--- config.mk ---
export PLATFORM = sky130hd
export DESIGN_NAME = pe_addr_sequencer
export DESIGN_NICKNAME = d
export VERILOG_FILES = /design/src/rtl/pe_pkg.sv /design/src/rtl/pe_partition.sv /design/src/rtl/pe_addr_sequencer.sv
export SDC_FILE = /design/constraint.sdc
export NUM_CORES = 2
export LEC_CHECK = 0
export CAP_MARGIN = 20
export CORE_MARGIN = 2
export CORE_UTILIZATION = 46
export CTS_CLUSTER_SIZE = 10
export DETAILED_ROUTE_END_ITERATION = 7
export PLACE_DENSITY = 0.65
export SLEW_MARGIN = 40
export SYNTH_ARGS = -nofsm -noshare
export SYNTH_HDL_FRONTEND = slang
export SYNTH_SLANG_ARGS = --single-unit
--- constraint.sdc ---
create_clock -name clk -period 16.9 [get_ports clk]
set_input_delay 2.535 -clock clk [delete_from_list [all_inputs] [get_ports clk]]
set_output_delay 2.535 -clock clk [all_outputs]
set_load 0.03 [all_outputs]
--- src/rtl/pe_pkg.sv ---
// Shared types and defaults for the PE-array address sequencer and its helpers.
package pe_pkg;

  localparam int DIM_W_DEF  = 16;
  localparam int ADDR_W_DEF = 32;

  // Sequencer states; explicit encodings keep waveforms and legacy decoders stable.
  typedef enum logic [2:0] {
    ST_IDLE = 3'd0,
    ST_PART = 3'd1,
    ST_SEEK = 3'd2,
    ST_WAIT = 3'd3,
    ST_RUN  = 3'd4,
    ST_DONE = 3'd5
  } seq_state_t;

  // One core's job description at the default widths (used by load/control code).
  typedef struct packed {
    logic [DIM_W_DEF-1:0]  m;
    logic [DIM_W_DEF-1:0]  n;
    logic [DIM_W_DEF-1:0]  p;
    logic [ADDR_W_DEF-1:0] left_offset;
    logic [ADDR_W_DEF-1:0] right_offset;
    logic [ADDR_W_DEF-1:0] result_offset;
    logic                  right_transposed;
  } core_cfg_t;

endpackage

--- src/rtl/pe_partition.sv ---
// Splits the M*P output cells across PE_COUNT cores (remainder cells go to the
// lowest core ids) and walks this core's first cell index into (row, col).
module pe_partition #(
  parameter int PE_COUNT = 64,
  parameter int DIM_W    = 16,
  parameter int CORE_W   = (PE_COUNT > 1) ? $clog2(PE_COUNT) : 1
) (
  input  logic                 clk,
  input  logic                 rst,
  input  logic                 load,
  input  logic                 step,
  input  logic [DIM_W-1:0]     m,
  input  logic [DIM_W-1:0]     p,
  input  logic [CORE_W-1:0]    core_id,
  output logic [2*DIM_W-1:0]   cells,
  output logic [2*DIM_W-1:0]   cell0,
  output logic [DIM_W-1:0]     row,
  output logic [DIM_W-1:0]     col,
  output logic                 seek_done
);

  localparam int TOT_W = 2 * DIM_W;
  localparam int SHIFT = $clog2(PE_COUNT);

  logic [TOT_W-1:0] total;
  logic [TOT_W-1:0] base;
  logic [TOT_W-1:0] rem;
  logic [TOT_W-1:0] core_ext;
  logic             gets_extra;
  logic [TOT_W-1:0] col_q;
  logic [DIM_W-1:0] row_q;

  // Share of cells for this core and the index of its first cell.
  always_comb begin
    core_ext   = TOT_W'(core_id);
    total      = TOT_W'(m) * TOT_W'(p);
    base       = total >> SHIFT;
    rem        = total & TOT_W'(PE_COUNT - 1);
    gets_extra = core_ext < rem;
    cells      = base + (gets_extra ? TOT_W'(1) : '0);
    cell0      = core_ext * base + (gets_extra ? core_ext : rem);
  end

  // Division-free row/col split: subtract P once per cycle until col < P.
  assign seek_done = col_q < TOT_W'(p);
  assign row       = row_q;
  assign col       = col_q[DIM_W-1:0];

  // Seek registers: loaded with cell0, then stepped while still past the row end.
  always_ff @(posedge clk or posedge rst) begin
    if (rst) begin
      col_q <= '0;
      row_q <= '0;
    end else if (load) begin
      col_q <= cell0;
      row_q <= '0;
    end else if (step && !seek_done) begin
      col_q <= col_q - TOT_W'(p);
      row_q <= row_q + DIM_W'(1);
    end
  end

endmodule

--- src/rtl/pe_addr_sequencer.sv ---
// Per-core operand/result address sequencer for the matrix-multiply PE array.
// Streams (left, right) operand pairs one MAC per beat over valid/ready and
// tags the first and last beat of every output cell with its result address.
module pe_addr_sequencer
  import pe_pkg::*;
#(
  parameter int PE_COUNT = 64,
  parameter int DIM_W    = DIM_W_DEF,
  parameter int ADDR_W   = ADDR_W_DEF,
  parameter int CORE_W   = (PE_COUNT > 1) ? $clog2(PE_COUNT) : 1
) (
  input  logic              clk,
  input  logic              rst,
  input  logic              start,
  input  logic              data_ready,
  input  logic [DIM_W-1:0]  M,
  input  logic [DIM_W-1:0]  N,
  input  logic [DIM_W-1:0]  P,
  input  logic [CORE_W-1:0] core_id,
  input  logic              right_transposed,
  input  logic [ADDR_W-1:0] left_offset,
  input  logic [ADDR_W-1:0] right_offset,
  input  logic [ADDR_W-1:0] result_offset,
  output logic              addr_valid,
  input  logic              addr_ready,
  output logic [ADDR_W-1:0] left_addr,
  output logic [ADDR_W-1:0] right_addr,
  output logic              first,
  output logic              last,
  output logic [ADDR_W-1:0] result_addr,
  output logic              busy,
  output logic              done,
  output logic              err
);

  localparam int TOT_W = 2 * DIM_W;

  if (PE_COUNT < 1 || (PE_COUNT & (PE_COUNT - 1)) != 0) begin : g_pe_count_check
    $error("pe_addr_sequencer: PE_COUNT must be a power of two");
  end

  seq_state_t state;

  logic [DIM_W-1:0]  cfg_m, cfg_n, cfg_p;
  logic [CORE_W-1:0] cfg_core;
  logic              cfg_tr;
  logic [ADDR_W-1:0] cfg_lo, cfg_ro, cfg_reo;

  logic [TOT_W-1:0]  cells, cell0, cells_left;
  logic [DIM_W-1:0]  seek_row, seek_col;
  logic              seek_done;

  // Position of the beat currently presented on the outputs.
  logic [DIM_W-1:0]  k, col;
  logic [ADDR_W-1:0] kp, lbase, rbase, cell_idx;

  logic [DIM_W-1:0]  nxt_k, nxt_col, src_k;
  logic [ADDR_W-1:0] nxt_kp, nxt_lbase, nxt_rbase, nxt_cell;
  logic [ADDR_W-1:0] src_kp, src_lbase, src_rbase, src_cell;
  logic [ADDR_W-1:0] beat_left, beat_right, beat_result;
  logic              beat_first, beat_last, last_k, dim_zero;

  pe_partition #(
    .PE_COUNT (PE_COUNT),
    .DIM_W    (DIM_W),
    .CORE_W   (CORE_W)
  ) u_partition (
    .clk       (clk),
    .rst       (rst),
    .load      (state == ST_PART),
    .step      (state == ST_SEEK),
    .m         (cfg_m),
    .p         (cfg_p),
    .core_id   (cfg_core),
    .cells     (cells),
    .cell0     (cell0),
    .row       (seek_row),
    .col       (seek_col),
    .seek_done (seek_done)
  );

  assign busy     = (state != ST_IDLE) && (state != ST_DONE);
  assign dim_zero = (cfg_m == '0) || (cfg_n == '0) || (cfg_p == '0);
  assign last_k   = (k == cfg_n - DIM_W'(1));

  // Next beat position and the registered output values for the beat to present.
  always_comb begin
    // NOTE: every variable gets a default first so no path leaves it unassigned (no latch).
    nxt_k     = k + DIM_W'(1);
    nxt_kp    = kp + ADDR_W'(cfg_p);
    nxt_lbase = lbase;
    nxt_rbase = rbase;
    nxt_col   = col;
    nxt_cell  = cell_idx;
    if (last_k) begin
      nxt_k    = '0;
      nxt_kp   = '0;
      nxt_cell = cell_idx + ADDR_W'(1);
      if (col == cfg_p - DIM_W'(1)) begin
        nxt_col   = '0;
        nxt_lbase = lbase + ADDR_W'(cfg_n);
        nxt_rbase = '0;
      end else begin
        nxt_col   = col + DIM_W'(1);
        nxt_rbase = cfg_tr ? rbase + ADDR_W'(cfg_n) : rbase + ADDR_W'(1);
      end
    end
    // WAIT presents the position SEEK set up; RUN presents the one after a fire.
    src_k     = nxt_k;
    src_kp    = nxt_kp;
    src_lbase = nxt_lbase;
    src_rbase = nxt_rbase;
    src_cell  = nxt_cell;
    if (state == ST_WAIT) begin
      src_k     = k;
      src_kp    = kp;
      src_lbase = lbase;
      src_rbase = rbase;
      src_cell  = cell_idx;
    end
    beat_left   = cfg_lo + src_lbase + ADDR_W'(src_k);
    beat_right  = cfg_ro + (cfg_tr ? src_rbase + ADDR_W'(src_k) : src_kp + src_rbase);
    beat_result = cfg_reo + src_cell;
    beat_first  = (src_k == '0);
    beat_last   = (src_k == cfg_n - DIM_W'(1));
  end

  // Control FSM, latched job config, RUN counters and registered beat outputs.
  always_ff @(posedge clk or posedge rst) begin
    // NOTE: all state here is plain registers (no arrays), so every one is reset.
    if (rst) begin
      state       <= ST_IDLE;
      cfg_m       <= '0;
      cfg_n       <= '0;
      cfg_p       <= '0;
      cfg_core    <= '0;
      cfg_tr      <= 1'b0;
      cfg_lo      <= '0;
      cfg_ro      <= '0;
      cfg_reo     <= '0;
      cells_left  <= '0;
      k           <= '0;
      kp          <= '0;
      col         <= '0;
      lbase       <= '0;
      rbase       <= '0;
      cell_idx    <= '0;
      addr_valid  <= 1'b0;
      left_addr   <= '0;
      right_addr  <= '0;
      result_addr <= '0;
      first       <= 1'b0;
      last        <= 1'b0;
      done        <= 1'b0;
      err         <= 1'b0;
    end else begin
      // NOTE: non-blocking assignments so every register sees pre-edge values.
      case (state)
        ST_IDLE, ST_DONE: begin
          if (start) begin
            cfg_m    <= M;
            cfg_n    <= N;
            cfg_p    <= P;
            cfg_core <= core_id;
            cfg_tr   <= right_transposed;
            cfg_lo   <= left_offset;
            cfg_ro   <= right_offset;
            cfg_reo  <= result_offset;
            done     <= 1'b0;
            err      <= 1'b0;
            state    <= ST_PART;
          end
        end
        ST_PART: begin
          cells_left <= cells;
          cell_idx   <= ADDR_W'(cell0);
          if (dim_zero) begin
            err   <= 1'b1;
            done  <= 1'b1;
            state <= ST_DONE;
          end else if (cells == '0) begin
            done  <= 1'b1;
            state <= ST_DONE;
          end else begin
            state <= ST_SEEK;
          end
        end
        ST_SEEK: begin
          if (seek_done) begin
            k     <= '0;
            kp    <= '0;
            col   <= seek_col;
            lbase <= ADDR_W'(seek_row) * ADDR_W'(cfg_n);
            rbase <= cfg_tr ? ADDR_W'(seek_col) * ADDR_W'(cfg_n) : ADDR_W'(seek_col);
            state <= ST_WAIT;
          end
        end
        ST_WAIT: begin
          if (data_ready) begin
            addr_valid  <= 1'b1;
            left_addr   <= beat_left;
            right_addr  <= beat_right;
            result_addr <= beat_result;
            first       <= beat_first;
            last        <= beat_last;
            state       <= ST_RUN;
          end
        end
        ST_RUN: begin
          if (addr_ready) begin
            if (last_k && cells_left == TOT_W'(1)) begin
              addr_valid <= 1'b0;
              first      <= 1'b0;
              last       <= 1'b0;
              done       <= 1'b1;
              state      <= ST_DONE;
            end else begin
              k           <= nxt_k;
              kp          <= nxt_kp;
              col         <= nxt_col;
              lbase       <= nxt_lbase;
              rbase       <= nxt_rbase;
              cell_idx    <= nxt_cell;
              left_addr   <= beat_left;
              right_addr  <= beat_right;
              result_addr <= beat_result;
              first       <= beat_first;
              last        <= beat_last;
              if (last_k) cells_left <= cells_left - TOT_W'(1);
            end
          end
        end
        default: state <= ST_IDLE;
      endcase
    end
  end

endmodule

# After elaboration in Yosys (flattened, before gate mapping)
# Index checks and enable logic that the tools add are counted.
[op_classes]
add_sub_neg = 20
n_mul = 4
n_lt_le_gt_ge = 2
eq_ne = 19
muxes = 90
n_reduce_logical = 31
[op_table]
columns = ["operator", "n"]
rows = [
  ["two-way mux 32 bit", 38],
  ["case mux 32 bit (2 select lines)", 8],
  ["two-way mux 16 bit", 12],
  ["adder 32 x 16 -> 32 bit", 5],
  ["adder 32 bit", 5],
  ["multiplier 16 x 16 -> 32 bit", 3],
  ["adder 32 x 1 -> 32 bit, second input constant", 2],
  ["logical NOT 16 bit", 4],
  ["case mux 16 bit (2 select lines)", 2],
  ["adder 16 x 1 -> 16 bit, second input constant", 3],
  ["== test 16 bit", 3],
  ["adder 26 x 32 -> 32 bit", 1],
  ["== test 32 x 1 -> 1 bit, second input constant", 1],
  ["logical NOT 32 bit", 1],
  ["less-than comparator 32 x 16 -> 1 bit", 1],
  ["multiplier 6 x 26 -> 32 bit", 1],
  ["subtractor 16 x 1 -> 16 bit, second input constant", 2],
  ["subtractor 32 x 1 -> 32 bit, second input constant", 1],
  ["subtractor 32 x 16 -> 32 bit", 1],
  ["two-way mux 3 bit", 7],
  ["two-way mux 1 bit", 16],
  ["!= test 2 bit, second input constant", 8],
  ["AND reduction 4 bit", 4],
  ["case mux 3 bit (5 select lines)", 1],
  ["18 further kinds", 36],
]
[word_totals]
reg_bits = 495
input_bits = 156
out_inout_bits = 102
wordCells = 192

# Longest topological paths before layout
[depth]
word_depth = 11
depth_mapped = 43
depth_no_buf = 39

# Hierarchy
# From an unflattened synthesis, not the netlist that was laid out.
[hier_totals]
cells_unflattened = 7931
hier_area_um2 = 67721.2
[modules_own_cells]
columns = ["mod", "n_inst", "cells_each", "area_each_um2", "seq_area_each_um2"]
rows = [
  ["pe_addr_sequencer", 1, 5870, 49785.2, 11185.7],
  ["pe_partition", 1, 2061, 17936.0, 1201.2],
]

# Least setup slack after synthesis
# Ideal clock, no wire load.
[synth_path]
path_type = "register -> register"
start = "register cfg_p[1]"
end = "register cell_idx[31]"
setup_time_ps = 146
arrival_ps = 10277
required_time_ps = 16754
slack_ps = 6478
stages_incl_launch_ff = 38
path_buffers = 4
period_less_slack_ps = 10422
cell_sequence = "dfrtp_1 -> clkbuf_1 -> clkbuf_1 -> nand2_1 -> fa_1 -> fa_1 -> inv_1 -> fa_1 -> inv_1 -> fa_1 -> fa_1 -> fa_1 -> inv_1 -> ha_1 -> clkbuf_1 -> a21o_1 -> a31o_2 -> a221o_1 -> (+2 left out) -> and2_1 -> fa_1 -> fa_1 -> fa_1 -> ha_1 -> ha_1 -> and4_1 -> a21oi_1 -> nand2_1 -> a31o_2 -> o31ai_1 -> nor2_1 -> a2111oi_0 -> o41ai_1 -> o311a_1 -> nor3_1 -> nand3b_1 -> o311ai_0"
[synth_between]
elab_chain_cells = 5
elab_cells_between_ends = 6
cone_classes = "add/sub: 1; mul: 2; order compare: 1; mux: 2"
[synth_lines]
columns = ["item", "line", "rtl"]
rows = [
  ["from (decl)", "pe_addr_sequencer.sv:44", "logic [DIM_W-1:0] cfg_m, cfg_n, cfg_p;"],
  ["from (signal assigned)", "pe_addr_sequencer.sv:135", "cfg_p <= '0;"],
  ["from (signal assigned)", "pe_addr_sequencer.sv:163", "cfg_p <= P;"],
  ["multiplier 16 x 16 -> 32 bit (*)", "pe_partition.sv:36", "total = TOT_W'(m) * TOT_W'(p);"],
  ["parallel branches: the longest is 2 deep, another holds multiplier 6 x 26 -> 32 bit", "--", ""],
  ["adder 32 bit (*)", "pe_partition.sv:41", "cell0 = core_ext * base + (gets_extra ? core_ext : rem);"],
  ["case mux 32 bit (2 select lines) (*)", "pe_addr_sequencer.sv:158", "case (state)"],
  ["to (signal assigned)", "pe_addr_sequencer.sv:176", "cell_idx <= ADDR_W'(cell0);"],
  ["to (signal assigned)", "pe_addr_sequencer.sv:223", "cell_idx <= nxt_cell;"],
  ["to (decl)", "pe_addr_sequencer.sv:55", "logic [ADDR_W-1:0] kp, lbase, rbase, cell_idx;"],
]
# Every way passes the cells marked *.
# A chain may end at the register's enable or synchronous reset.

# Final worst setup path
[layout_path]
start = "register cfg_p[2]"
end = "register cell_idx[31]"
# Same word-level chain as after synthesis.

==> impl_summary.md <==
Worst setup path
STA classifies the critical path startpoint as a register. The endpoint class of the critical path is a register. The critical path class is register to register. The highest-delay cell along the critical path is dfrtp_1. The largest stage delay on the critical path is 0.88 ns.

Data arrives at the worst endpoint at 12.15 ns. The required time at the worst-slack endpoint is 17.42 ns. The largest fanout of any net on the critical path is 22. In this design, the critical path's most frequently occurring cell is fa_1.

STA
Clock skew on the completed layout was measured at 0.0416 ns. In this run the tightest slew margin relative to its limit is around a third. The maximum clock frequency is 0.0860 GHz. The part of the cycle the worst path needs is 68.8%. The shortest period the worst path allows is 11.62 ns.

The final hold violation count is 0. The final-report max-slew violation count is 0. Setup violations remaining at the end of the flow were counted as 0. In the final timing run, aggregate negative setup slack is 0 ns. Setup repair after global routing left no endpoint under its margin. At the pin with the least slew margin, the transition time is 0.972 ns.

CTS
The clock buffer count from CTS is between 60 and 70. The clock passes through at most 3 buffers. The number of buffers added for setup after CTS is 0. The clock tree from TritonCTS is done. The root buffer cell is clkbuf_16. Gates resized during post-CTS repair numbered 0. The post-CTS clock slew at the launch and capture registers of the worst setup and hold paths is 0.06 ns. Hold repair after CTS inserted 0 buffers. The CTS sink count is about 500. Clock latency on the worst-skew pair, taken at its later pin, is a little under 0.7 ns. In this run the number of H-tree levels came out at 3.

Placement
The post-DP HPWL is 162 mm. The routability congestion estimate from global placement is 0.962. The count of buffers inserted at the top-level ports is 257.

Finish
Of the cells placed in the final design, the portion with a size suffix greater than 1 is under 10%. The filler cell count is 13500. The net count of the finished layout is between 9000 and 10000. From synthesis to final layout, the design area changed by 10.2%.

Die
From left edge to right edge, the die measures 383 um. The die area is 0.147 mm^2. The number of placement rows is 139. The placeable core region is between 0.1 and 0.15 mm^2. The vertical die dimension is about 380 um. The count of pins on the block boundary is 258. The initial core utilization is 46.2%.

Synth
The mapped netlist covers about 0.066 mm^2. Summed over all instances, the cell type with the most area after synthesis is fa_1. By area the synthesized netlist is led by fa_1, dfrtp_1, ha_1. Yosys mapped a number of flops with a built-in enable equal to 0. The number of different library cells used by synthesis comes to between 90 and 100.

Sequential cells were found to cover between 10% and 20% of the synthesized design area. The area share of the largest cell type after synthesis is 21.4%. The cell count after synthesis is 7975. Yosys printed 0 warnings.

The primary flip-flop cell chosen by synthesis mapping is dfrtp_1. The fraction of synthesis flops using an asynchronous set or reset pin is 100%. The total nets after synthesis is about 9400. Synthesis inferred around 500 register bits. The mean instance size in the synthesized netlist is 8.29 um^2.

GRT
The largest net degree at the start of global routing is around 160. The via count of the first global-routing pass is 57000. The global routing usage summed across all routing layers is between 20 and 30%.

The initial antenna violation count came to 15. The wire length of the first global-routing pass is 335 mm. The total overflow left after global routing is 0.

Detailed routing
The DRC violations left is 0. The routed layout has 57800 vias. In this run the remaining antenna-violating nets after routing total 0. The number of design-rule violations left by the first detailed-router iteration is 5561. The final wirelength is 214 mm.

In the routed layout, each cell is associated on average with a via count of 5.82. The first-pass iteration count of the detailed router is 8. Dividing the detail-routed wire length by the instance count gives ~22 um.

Hold path
The path class of the lowest-slack min-delay path is register to register.

Run status
The run finished with clean final reports.

Job
The reported max-cap violation count is 0.
==> cells by family after synthesis <==
group / synth area share, %
adders and majority gates: 32.7
muxes: 0.666
xor gates and xnor gates: 5.81
AOI/OAI and AO/OA: 14.7
DFF: 18.7
buffers and inverters: 7.28
and+or+nand+nor: 20.1
==> synth_stat cells (all sizes together), types with 41 or more instances <==
| library cell | n |
|---|---|
| inv | 847 |
| xnor2 | 245 |
| xor2 | 173 |
| fa | 706 |
| nor3 | 135 |
| and3 | 101 |
| a21o | 121 |
| a211oi | 51 |
| nor2 | 390 |
| ha | 601 |
| nand3 | 146 |
| buf | 79 |
| nor2b | 41 |
| o21bai | 45 |
| clkbuf | 345 |
| a21oi | 415 |
| o21ai | 522 |
| nand2 | 1404 |
| nand2b | 47 |
| and2 | 403 |
| dfrtp | 495 |
| nand4 | 41 |
| nor4 | 42 |
| o31ai | 66 |
==> area by class of cell <==
type	instances	area [um^2]	share of cell area, %
clock inverter	17	244	0.335
antenna	4	10.0	0.0137
timing repair buffer	360	3430	4.71
tap	1903	2380	3.27
clock buffer	98	1980	2.71
sequential	495	12400	17.0
multi-input combinational	6209	49200	67.6
inverter	847	3190	4.38
==> critical path: cells and delay by family (launching register included) <==
family,cells,cell delay [ns]
DFF,1,0.88
and+or+nand+nor,8,1.11
buffers and inverters,1,0.04
AOI/OAI and AO/OA,12,3.70
adders and majority gates,12,5.74
==> path summary, 6_finish.rpt <==
| check | start | end | slack (ns) | cells past startpoint |
|---|---|---|---|---|
| setup / recovery | cfg_p[2]$_DFFE_PP0P_ | cell_idx[31]$_DFFE_PP0P_ | 5.28 | 33 |
| hold / removal | result_addr[25]$_DFFE_PP0P_ | result_addr[25]$_DFFE_PP0P_ | 0.48 | 2 |
| setup reg to reg | cfg_p[2]$_DFFE_PP0P_ | cell_idx[31]$_DFFE_PP0P_ | 5.28 | 33 |
| hold reg to reg | result_addr[25]$_DFFE_PP0P_ | result_addr[25]$_DFFE_PP0P_ | 0.48 | 2 |
| max in group asynchronous | rst | cfg_tr$_DFFE_PP0P_ | 13.28 | 4 |
| min in group asynchronous | rst | result_addr[21]$_DFFE_PP0P_ | 2.31 | 2 |
==> stage by stage <==
| stage | setup slack (ns) | instance area [um^2] | cells | util (%) | hold slack (ns) |
|---|---|---|---|---|---|
| finish | 5.28 | 72900 | 9933 | 50.9 | 0.478 |
| detailed placement | 5.32 | 70500 | 9811 | 49.2 | 0.470 |
| global placement | 5.45 | 70300 | 9809 | 49.1 | 0.463 |
| CTS | 5.29 | 72700 | 9926 | 50.8 | 0.482 |
| global route | 4.44 | 72900 | 9930 | 50.9 | 0.508 |
| floorplan | 0.547 | 66100 | 7975 | - | 0.452 |
==> cell usage in the layout, fill, tap and decap left out, drive strengths merged, types with 40 or more instances in the layout <==
cell           count
nand3            146
a21oi            415
o21ai            522
nor2b             41
fa               706
nor2             390
o21bai            45
inv              850
clkbuf            98
ha               601
o31ai             66
nand2b            47
buf              103
a21o             121
nor4              42
nand2           1404
and3             101
a31oi             40
clkdlybuf4s50    257
xnor2            245
nand4             41
a211oi            51
xor2             173
o21a              40
and2             403
dfrtp            495
nor3             135
==> routing by layer <==
metal,GRT usage [%],part of all wire [%],vias up
li1,-,-,26300
met1,42.3,44,28600
met2,44.9,44,2449
met3,4.78,9.4,346
met4,8.28,2.8,4
met5,0,0.013,-
Power is not shown: default switching activity piles up to over one toggle a cycle in this logic, so the estimate is an artifact.
